File: config.mk
export PLATFORM = sky130hd
export DESIGN_NAME = uart_tx_param
export DESIGN_NICKNAME = d
export VERILOG_FILES = /design/src/rtl/uart_pkg.sv /design/src/rtl/uart_baud_gen.sv /design/src/rtl/uart_tx_param.sv
export SDC_FILE = /design/constraint.sdc
export NUM_CORES = 1
export LEC_CHECK = 0
export ABC_AREA = 0
export CAP_MARGIN = 15
export CORE_MARGIN = 4
export CORE_UTILIZATION = 46
export DETAILED_ROUTE_END_ITERATION = 12
export PLACE_DENSITY_LB_ADDON = 0.15
export SLEW_MARGIN = 0
export SYNTH_ARGS = -nofsm -noshare
export SYNTH_HDL_FRONTEND = slang
export SYNTH_SLANG_ARGS = --single-unit
File: constraint.sdc
create_clock -name clk -period 2.2 [get_ports clk]
set_clock_uncertainty 0.05 [all_clocks]
set_input_delay 0.44 -clock clk [delete_from_list [all_inputs] [get_ports clk]]
set_output_delay 0.44 -clock clk [all_outputs]
set_load 0.05 [all_outputs]
File: src/rtl/uart_pkg.sv
// Shared UART definitions: transmitter/receiver state encoding and parity-mode codes.
// Pure declarations, no logic or latency; no handshake of its own.
// Parity codes are only decoded when UART_TX_PARITY_EN is defined.
package uart_pkg;

    typedef enum logic [2:0] {
        IDLE   = 3'd0,
        START  = 3'd1,
        DATA   = 3'd2,
        PARITY = 3'd3,
        STOP   = 3'd4
    } uart_tx_state_t;

    localparam logic [1:0] PAR_NONE = 2'b00;
    localparam logic [1:0] PAR_EVEN = 2'b01;
    localparam logic [1:0] PAR_ODD  = 2'b10;

endpackage

File: src/rtl/uart_baud_gen.sv
// Bit-period divisor: counts 0..CLK_DIV-1, bitTick in the last cycle of each bit.
// Latency: restart at edge N gives count 0 in cycle N+1 and bitTick in cycle N+CLK_DIV.
// Backpressure: none; free-running unless restarted.
module uart_baud_gen #(
    parameter int CLK_DIV = 868
) (
    input  logic clk,
    input  logic reset,
    input  logic restart,
    output logic bitTick,
    output logic preTick
);

    localparam int CW = (CLK_DIV > 1) ? $clog2(CLK_DIV) : 1;
    localparam logic [CW-1:0] LAST_CNT = CW'(CLK_DIV - 1);
    localparam logic [CW-1:0] PRE_CNT  = CW'(CLK_DIV - 2);

    logic [CW-1:0] divCnt;

    always_ff @(posedge clk or negedge reset) begin
        if (!reset) begin
            divCnt <= '0;
        end else if (restart || divCnt == LAST_CNT) begin
            divCnt <= '0;
        end else begin
            divCnt <= divCnt + CW'(1);
        end
    end

    // preTick lets the parent register a pulse that lands on the bitTick cycle
    assign bitTick = (divCnt == LAST_CNT);
    assign preTick = (divCnt == PRE_CNT);

endmodule

File: src/rtl/uart_tx_param.sv
// Parametrised UART transmitter (start, DATA_BITS LSB-first, optional parity, 1/2 stop); parity under `UART_TX_PARITY_EN.
// Latency: accept at edge N -> start bit on TxD in cycles N+1..N+CLK_DIV; tx_done in the frame's last cycle.
// Backpressure: tx_ready only while idle; tx_valid while busy is ignored and must be held until accepted.
module uart_tx_param
    import uart_pkg::*;
#(
    parameter int DATA_BITS = 8,
    parameter int CLK_DIV   = 868
) (
    input  logic                 clk,
    input  logic                 reset,
    input  logic                 tx_valid,
    input  logic [DATA_BITS-1:0] tx_data,
    input  logic [1:0]           parity_mode,
    input  logic                 two_stop,
    output logic                 tx_ready,
    output logic                 TxD,
    output logic                 busy,
    output logic                 tx_done
);

    localparam int BW = $clog2(DATA_BITS);
    localparam logic [BW-1:0] LAST_BIT = BW'(DATA_BITS - 1);

    uart_tx_state_t       state;
    logic [DATA_BITS-1:0] shiftReg;
    logic [BW-1:0]        bitCnt;
    logic                 stopCnt;
    logic                 twoStopLat;
    logic                 bitTick;
    logic                 preTick;
    logic                 accept;
    logic                 lastStop;

`ifdef UART_TX_PARITY_EN
    logic parEnLat;
    logic parBit;
`else
    logic unusedParity;
    assign unusedParity = ^parity_mode;
`endif

    assign accept   = tx_valid && tx_ready;
    assign lastStop = !twoStopLat || stopCnt;

    uart_baud_gen #(.CLK_DIV(CLK_DIV)) u_baud (
        .clk     (clk),
        .reset   (reset),
        .restart (accept),
        .bitTick (bitTick),
        .preTick (preTick)
    );

    always_ff @(posedge clk or negedge reset) begin
        if (!reset) begin
            state      <= IDLE;
            TxD        <= 1'b1;
            busy       <= 1'b0;
            tx_ready   <= 1'b1;
            tx_done    <= 1'b0;
            shiftReg   <= '0;
            bitCnt     <= '0;
            stopCnt    <= 1'b0;
            twoStopLat <= 1'b0;
`ifdef UART_TX_PARITY_EN
            parEnLat   <= 1'b0;
            parBit     <= 1'b0;
`endif
        end else begin
            tx_done <= (state == STOP) && lastStop && preTick;
            case (state)
                IDLE: if (accept) begin
                    state      <= START;
                    TxD        <= 1'b0;
                    busy       <= 1'b1;
                    tx_ready   <= 1'b0;
                    shiftReg   <= tx_data;
                    twoStopLat <= two_stop;
                    bitCnt     <= '0;
                    stopCnt    <= 1'b0;
`ifdef UART_TX_PARITY_EN
                    // parity is fixed at accept, so later input changes cannot leak in
                    parEnLat   <= (parity_mode == PAR_EVEN) || (parity_mode == PAR_ODD);
                    parBit     <= (^tx_data) ^ (parity_mode == PAR_ODD);
`endif
                end
                START: if (bitTick) begin
                    state <= DATA;
                    TxD   <= shiftReg[0];
                end
                DATA: if (bitTick) begin
                    if (bitCnt == LAST_BIT) begin
                        state <= STOP;
                        TxD   <= 1'b1;
`ifdef UART_TX_PARITY_EN
                        if (parEnLat) begin
                            state <= PARITY;
                            TxD   <= parBit;
                        end
`endif
                    end else begin
                        bitCnt   <= bitCnt + BW'(1);
                        shiftReg <= shiftReg >> 1;
                        TxD      <= shiftReg[1];
                    end
                end
`ifdef UART_TX_PARITY_EN
                PARITY: if (bitTick) begin
                    state <= STOP;
                    TxD   <= 1'b1;
                end
`endif
                STOP: if (bitTick) begin
                    if (lastStop) begin
                        state    <= IDLE;
                        busy     <= 1'b0;
                        tx_ready <= 1'b1;
                    end else begin
                        stopCnt <= 1'b1;
                    end
                end
                default: begin
                    state    <= IDLE;
                    TxD      <= 1'b1;
                    busy     <= 1'b0;
                    tx_ready <= 1'b1;
                end
            endcase
        end
    end

endmodule

==> flow_summary.toml <==
[drt]
wirelength_um = 2904
drc = 0
first_iter_violations = 77
wl_met3_um = 142
firstDrtPassIters = 4
post_drt_wl_per_cell_um = 14.10
drt-met1-wl_um = 1379
via_per_inst = 5.607
vias = 1155
antenna_left = 0
wl_met2_um = 1283
top_layer_used = "met4"

[cts]
cts_max_path_buffers = 2
cts_buffers = 5
cts_tree = "done"
postCtsHoldBufs = 0
numClockSinks = 30
insertion_delay_ns = 0.32
cts_resized = 0
clkTransAtPathRegs_ns = 0.09
cts_root_buffer = "clkbuf_4"
cts_max_level = 2
post_cts.repair.setup_buffers = 0

[setup_path]
critPathKind = "flip-flop to output pin"
startpoint_type = "flip-flop"
cp.arrival_ns = 1.53
crit_path_max_fanout = 4
path_buf_inv = 1
slowest_stage = "clkdlybuf4s50_1"
rr_endpoint = "bitCnt[0]"
startpoint = "busy"
critical_path.cell_chain = "clkdlybuf4s50_1"
end_kind = "output pin"
crit_path_end = "busy"
reg2reg_from = "bitCnt[0]"
cpLargestDelayFamily = "buffers and inverters"
cp.depth = 1
critical_path.max_stage_delay_ns = 0.82
reg2reg_depth = 6
critical_path_required_ns = 1.71
r2r_setup_slack_ns = 0.22

[timing]
fmax_ghz = 0.4939
final-setup-viol-count = 0
rsz0062_at_grt = "false"
fin_setup_tns_ns = 0
relSlewSlack = 0.6728
finalCriticalPeriod_ns = 2.025
hold_violations = 0
max_slew.worst_pin.slew_ns = 0.4892
drv_slew = 0
finalCritPeriodShare = 0.9204
timing.final.ws_setup_ns = 0.1752

[finish]
n_fill_cell = 300
nets = 179
diodes = 0
areaGrowthSynthToFinish_pct = 17.63
drive_gt1_frac = 0.1481

[flow_run]
cap_violations = 0

[global_route]
grt.overflow.total = 0
grt_pass1_vias = 1097
grt_antenna_before_repair = 0
grt_pass1_wl_um = 5009
track_usage = 0.1552
grt_max_degree = 31

[power_and_ir_drop]
power_density_mw_per_mm2 = 500.3
power_uw = 893.9
leakage_uw = 0.0007905
max-vdd-ir-drop_v = 0.0003502

[run_status]
status = "completed"

[logic_synthesis]
yosysTopAreaCell = "dfrtp_1"
syn-num-nets = 156
syn_avg_cell_area_um2 = 11.01
postSynthCellCount = 138
synth_top_area_share = 0.4613
syn_area_mm2 = 0.001519
async_flop_share = 1.000
synth_edf_count = 0
synth_flop_cell = "dfrtp_1"
synth_cell_types = 39
synth_most_common_cell = "dfrtp_1"
synth_warnings = 0
yosys-top-cells-count = "dfrtp_1, nor2_1, a2bb2oi_1, o22ai_1"
synth-seq-cells = 30
seq_area_frac_synth = 0.4959
synth_area_leaders = "dfrtp_1, a2bb2oi_1, xnor2_1, nor2_1, dfstp_2"

[place]
dp_hpwl_um = 2007
dp_slack_ns = 0.07641
io_buffers = 15
gp_congestion = 0.8152

[floorplanning]
die_w_um = 65.47
row_count = 20
ios = 18
die-area_mm2 = 0.004286
core_area_mm2 = 0.003103
initial_core_util = 0.4895
die_h_um = 65.47

[hold_path]
hold_class = "primary input to asynchronous set/reset pin"
where the power goes:
group / switching [µW] / internal, µW / leakage, µW
registers: 0 / 551 / 0.000387
logic: 15.5 / 22.4 / 0.000377
clock network: 178 / 127 / 0.0000265
flip-flops by register name, summed over array words and instances (netlist names), 3 cells and up:
name           cells
u_baud.divCnt     10
shiftReg           8
bitCnt             3
state              3
through the flow:
stage | instances | utilization | area (µm²) | hold slack, ns
floorplan | 138 | - | 1519 | 0.09441
global placement | 198 | 0.5601 | 1738 | 0.4240
detailed placement | 198 | 0.5601 | 1738 | 0.4409
CTS | 206 | 0.5758 | 1787 | 0.4475
global route | 206 | 0.5758 | 1787 | 0.4700
finish | 206 | 0.5758 | 1787 | 0.4502
placed cells by master, fill, tap and decap left out, types with 2 or more instances in the layout:
master and count:
a2bb2oi_1 8, nand2_1 7, ha_1 4, clkbuf_4 5, xor2_1 2, nand3_1 4
buf_4 7, o32a_1 2, and3_1 5, nor2_1 15, dfrtp_1 28, a22o_1 4
nand4_1 2, xnor2_1 7, inv_1 3, nor3_1 6, clkdlybuf4s50_1 13, o22ai_1 8
clkbuf_1 3, and3b_1 2, a21oi_1 6, dfstp_2 2
cells by family (layout without fill, tap and decap cells):
| family | count (synthesis) | after routing | synth area share |
|---|---|---|---|
| buffers and inverters | 7 | 31 | 0.01976 |
| AO/OA/AOI/OAI | 37 | 37 | 0.1977 |
| multiplexers | 2 | 2 | 0.01729 |
| flip-flops | 30 | 30 | 0.4959 |
| AND/OR/NAND/NOR | 49 | 49 | 0.1845 |
| adder cells (fa/ha/maj) | 4 | 4 | 0.03295 |
| XOR/XNOR | 9 | 9 | 0.05190 |
how the worst min path moves through the flow:
stage	start	endpoint	slack, ns	depth (start not counted)
final	reset	shiftReg[4]	0.45	2
after global routing	reset	shiftReg[4]	0.47	2
after CTS	reset	shiftReg[4]	0.45	2
after detailed placement	shiftReg[7]	shiftReg[7]	0.44	1
after global placement	u_baud.divCnt[0]	u_baud.divCnt[0]	0.42	1
after floorplan	reset	bitCnt[0]	0.09	0
layout make-up:
class	instances	area [µm²]	area share
Timing Repair Buffer	20	182.7	0.1022
Sequential cell	30	753.2	0.4216
Inverter	3	11.26	0.006303
Multi-Input combinational cell	101	735.7	0.4118
Tap cell	44	55.05	0.03081
Clock buffer	8	48.80	0.02731
layer usage:
metal / vias to the layer above / GRT usage
met4: 0 / 0.09585
met5: - / 0
met2: 24 / 0.2200
li1: 565 / -
met3: 10 / 0.04786
met1: 556 / 0.2053
No activity file was read; power rests on OpenSTA's default activity.
